**src/rtl/sort_pkg.sv**
```systemverilog
// Shared types for the nibble packer and the 4x4-bit sorter.
// One word is four nibble lanes; lane 0 sits in the top bits.
package sort_pkg;
  localparam int NIBBLE_W = 4;
  localparam int LANES    = 4;

  typedef logic [NIBBLE_W-1:0]       nibble_t;
  typedef logic [LANES*NIBBLE_W-1:0] word_t;
endpackage

```
**src/rtl/nibble_packer.sv**
```systemverilog
// Packs four streamed nibbles into one 16-bit word for the sorter.
// Double-buffered: assembly continues while a finished word waits.
module nibble_packer
  import sort_pkg::*;
#(
  parameter int CNT_W = 8
) (
  input  logic             clk,
  input  logic             nrst,
  input  logic             clear,
  input  logic             in_valid,
  output logic             in_ready,
  input  nibble_t          in_data,
  output logic             out_valid,
  input  logic             out_ready,
  output word_t            out_data,
  output logic [2:0]       fill,
  output logic [CNT_W-1:0] word_cnt
);

  logic [1:0]       cnt_q, cnt_d;
  word_t            asm_q, asm_d;
  logic             full_q, full_d;
  word_t            odat_q, odat_d;
  logic             oval_q, oval_d;
  logic [CNT_W-1:0] wcnt_q, wcnt_d;

  logic  acc, out_free, out_hs;
  word_t asm_ins;

  assign in_ready = !full_q;
  assign acc      = in_valid && !full_q;
  assign out_free = !oval_q || out_ready;
  assign out_hs   = oval_q && out_ready;

  // Assembly word with the incoming nibble dropped into slot cnt.
  always_comb begin
    asm_ins = asm_q;
    unique case (cnt_q)
      2'd0: asm_ins[15:12] = in_data;
      2'd1: asm_ins[11:8]  = in_data;
      2'd2: asm_ins[7:4]   = in_data;
      2'd3: asm_ins[3:0]   = in_data;
      default: ;
    endcase
  end

  always_comb begin
    cnt_d  = cnt_q;
    asm_d  = asm_q;
    full_d = full_q;
    odat_d = odat_q;
    oval_d = oval_q && !out_hs;
    wcnt_d = out_hs ? wcnt_q + 1'b1 : wcnt_q;
    if (clear) begin
      cnt_d  = '0;
      full_d = 1'b0;
    end else if (full_q) begin
      if (out_free) begin
        odat_d = asm_q;
        oval_d = 1'b1;
        full_d = 1'b0;
        cnt_d  = '0;
      end
    end else if (acc) begin
      asm_d = asm_ins;
      cnt_d = cnt_q + 2'd1;
      if (cnt_q == 2'd3) begin
        if (out_free) begin
          odat_d = asm_ins;
          oval_d = 1'b1;
        end else begin
          full_d = 1'b1;
        end
      end
    end
  end

  always_ff @(posedge clk or negedge nrst) begin
    if (!nrst) begin
      cnt_q  <= '0;
      asm_q  <= '0;
      full_q <= 1'b0;
      odat_q <= '0;
      oval_q <= 1'b0;
      wcnt_q <= '0;
    end else begin
      cnt_q  <= cnt_d;
      asm_q  <= asm_d;
      full_q <= full_d;
      odat_q <= odat_d;
      oval_q <= oval_d;
      wcnt_q <= wcnt_d;
    end
  end

  assign out_data  = odat_q;
  assign out_valid = oval_q;
  assign word_cnt  = wcnt_q;
  assign fill      = full_q ? 3'd4 : {1'b0, cnt_q};

endmodule

```
**config.mk**
```make
export PLATFORM = sky130hd
export DESIGN_NAME = nibble_packer
export DESIGN_NICKNAME = d
export VERILOG_FILES = /design/src/rtl/sort_pkg.sv /design/src/rtl/nibble_packer.sv
export SDC_FILE = /design/constraint.sdc
export NUM_CORES = 1
export LEC_CHECK = 0
export CAP_MARGIN = 30
export CORE_ASPECT_RATIO = 2
export CORE_MARGIN = 2
export CORE_UTILIZATION = 31
export DETAILED_ROUTE_END_ITERATION = 7
export PLACE_DENSITY = 0.6
export RECOVER_POWER = 25
export SLEW_MARGIN = 20
export SYNTH_ARGS = -nofsm -noshare
export SYNTH_HDL_FRONTEND = slang
export SYNTH_SLANG_ARGS = --single-unit
```
**constraint.sdc**
```tcl
create_clock -name clk -period 1.6 [get_ports clk]
set_input_delay 0.24 -clock clk [delete_from_list [all_inputs] [get_ports clk]]
set_output_delay 0.24 -clock clk [all_outputs]
set_load 0.01 [all_outputs]
```
==> flow_summary.toml <==
[floorplanning]
coreArea_um2 = 6570
io_pins = 38
dieArea_um2 = 7480
rows = 42
die_h_um = 120
start_util_pct = 31.9
die_w_um = 62.2

[cells_and_area]
fin_nets = 226
layout-drive-gt1-share_pct = 42.7
antenna_cells = 0
area_growth_pct = 41.9

[sta]
tightest_slew_ns = 0.958
hold_viol = 0
rsz0062_at_grt = "yes"
max_freq_ghz = 0.612
report.final.slew_viol_count = 0
post-route-min-period_ns = 1.63
slew_headroom_pct = 36.2
worst_slack_ns = -0.0333
clock_skew_ns = 0.00289
fin_crit_sh_pct = 102
final.setup.tns_ns = -0.276
setup_viol = 10

[placement]
io_buffers = 37
dp_hpwl_um = 3290
gp_congestion = 0.745

[route]
finalWirelength_um = 4520
post_drt_wl_per_cell_um = 15.0
via_per_inst = 4.54
first_pass_iters = 4
drc = 0
num_vias = 1367
antenna_left = 0
drt-initial-drc-count = 17

[global_route]
grt_pass1_wl_um = 7520
use_met2_pct = 24.8
grt_pass1_vias = 1481
antenna_found_initial = 0
track_usage_pct = 13.3
grt_start_max_net_pins = 20
use_met3_pct = 2.98
grt_overflow_total = 0
grt-busiest-layer = "met2"
use_met1_pct = 13.6

[setup_path]
critical_path.max_stage_delay_ns = 0.38
critPathKind = "reg2reg"
critical_path.startpoint = "cnt_q[1]"
reg2reg_depth = 6
path_max_fanout = 8
endpoint = "out_data[14]"
reg2reg_to = "out_data[14]"
crit_chain = "buf_6 > ha_4 > a21oi_4 > nor3_4 > clkbuf_16 > mux2_4"
worst-endpoint-required_ns = 1.77
critPathSlowestCell = "dfrtp_1"
reg2reg_slack_ns = -0.03
crit_arrival_ns = 1.81
crit_path_end_kind = "register"
timing.rr.start = "cnt_q[1]"
setup.worst_path.start_class = "register"

[yosys]
synth_cell_type_count = 27
synth-seq-area-share_pct = 52.5
postSynthCellCount = 149
synth-seq-cells = 44
netlist_top_cells_area = "dfrtp_1 (53%), mux2_2 (21%), mux2_4 (7.2%), ha_1 (3.0%), xnor2_1 (1.7%)"
yosysTopAreaCellShare_pct = 52.5
yosysTopAreaCell = "dfrtp_1"
yosysWarnings = 0
syn-cell-area_um2 = 2100
syn_nets = 163
avgSynthCellArea_um2 = 14.1

[clocking]
clkLatencyLatePin_ns = 0.29
path_clk_slew_ns = 0.06
cts_root_buffer = "clkbuf_16"
cts_sinks = 44
h-tree-depth = 2
cts_buffers = 5
cts_tree = "built"
cts_max_path_buffers = 2

[pwr]
powerDensity_nw_per_um2 = 1060
clock_power_share_pct = 32.1
p_sw_uw = 792
p_int_uw = 2360
switching_share_pct = 25.2
power.leakage_uw = 0.00133
seq_power_share_pct = 45.2
pwr-share-comb_pct = 22.6
peakVddDrop_mv = 0.771
total_power_uw = 3150

[min_path]
hp-class = "reg2reg"

[status]
violations = "setup timing"
status = "finished, violations left"

[run]
cap_violations = 0
[cells in the mapped netlist]
master	n
xor2_1	4
nand3_1	4
and2_1	5
inv_1	3
nor3_4	1
nand2_1	4
or3_1	1
nand2b_4	1
buf_6	1
nor2b_1	2
nand4_1	3
a31oi_1	1
nor3_1	3
a21oi_1	1
and3_1	1
mux2_4	10
o21ai_0	1
a21oi_2	1
xnor2_1	4
ha_1	5
dfrtp_1	44
nor3b_2	1
nor2_1	3
buf_4	1
nand2b_1	4
buf_8	1
mux2_2	39
[power by group through the flow]
stage | registers, µW | logic [µW] | clock network (µW)
floorplan | 1450 | 363 | 0
global placement | 1440 | 680 | 0
detailed placement | 1450 | 688 | 0
CTS | 1420 | 698 | 1040
global route | 1450 | 777 | 1080
finish | 1420 | 713 | 1010
[logic make-up (layout without fill, tap and decap cells)]
kind of cell / count (synthesis) / count (layout) / share of synthesized area [%]
adders and majority gates: 5 / 5 / 2.98
buffers and inverters: 6 / 70 / 2.15
and+or+nand+nor: 33 / 33 / 9.73
xor gates and xnor gates: 8 / 8 / 3.34
DFF: 44 / 44 / 52.5
AOI/OAI and AO/OA: 4 / 4 / 1.19
muxes: 49 / 49 / 28.1
[stage by stage]
stage          util (%)  hold WS [ns]  area, µm²  setup WS [ns]  std cells
6_report           45.3         0.473       2980        -0.0333        301
5_1_grt            45.3         0.499       2980        -0.0872        301
4_1_cts            43.8         0.413       2880       -0.00294        298
3_5_place_dp       40.8         0.197       2680         -0.196        285
3_3_place_gp       40.8         0.188       2680         -0.180        285
2_1_floorplan         -       -0.0556       2100         0.0253        149
[flip-flops by register name, summed over array words and instances, names as in the netlist]
name       count
out_valid      1
word_cnt       8
out_data      16
full_q         1
asm_q         16
cnt_q          2
[critical path, delay by kind of cell, from the launching register on]
kind | cells | cell delay [ns]
DFF | 1 | 0.38
buffers and inverters | 2 | 0.35
muxes | 1 | 0.30
and+or+nand+nor | 1 | 0.29
adders and majority gates | 1 | 0.15
AOI/OAI and AO/OA | 1 | 0.06
[area by class of cell]
type,instances,area (µm²)
well taps,88,110
clock inverters,3,18.8
inverters,3,11.3
clock buffers,5,125
fillers,622,3590
multi-input cells,99,1020
flip-flops and latches,44,1100
repair buffers,59,586
[worst min-delay path by stage]
stage / start / to / slack (ns) / cells past startpoint
2_1_floorplan: nrst / asm_q[0] / -0.06 / 0
3_3_place_gp: nrst / out_data[1] / 0.19 / 1
3_5_place_dp: nrst / out_data[1] / 0.20 / 1
4_1_cts: nrst / out_data[1] / 0.41 / 2
5_1_grt: word_cnt[7] / word_cnt[7] / 0.50 / 1
6_report: word_cnt[7] / word_cnt[7] / 0.47 / 1
[layout by cell type, fill, tap and decap left out, types with 2 or more instances in the layout]
cell type	count
buf_12	3
nand3_1	4
ha_1	4
clkbuf_16	6
clkdlybuf4s50_1	31
mux2_4	18
nand2_1	4
inv_1	3
dlygate4sd2_1	4
nand2b_1	3
dfrtp_2	2
dfrtp_1	42
xnor2_1	4
dlygate4sd3_1	2
nor2_1	3
clkinv_2	2
and2_2	4
xor2_1	4
mux2_2	31
nand4_1	3
nor3_1	3
nand2b_4	2
buf_4	16
[what timing repair did]
item	4_1_cts	5_1_grt
resized for setup	9	16
hold endpoints to repair	15	0
buffers inserted	4	2
endpoints found under the setup margin	12	33
pin swaps	1	2
gates cloned	0	1
hold buffers	1	0
[routing by layer]
layer	share of wire [%]	routed length, µm
met3	2.9	130
met4	2.3	104
met5	0	0
met1	38	1710
met2	57	2580
No activity file was read; power rests on OpenSTA's default activity.
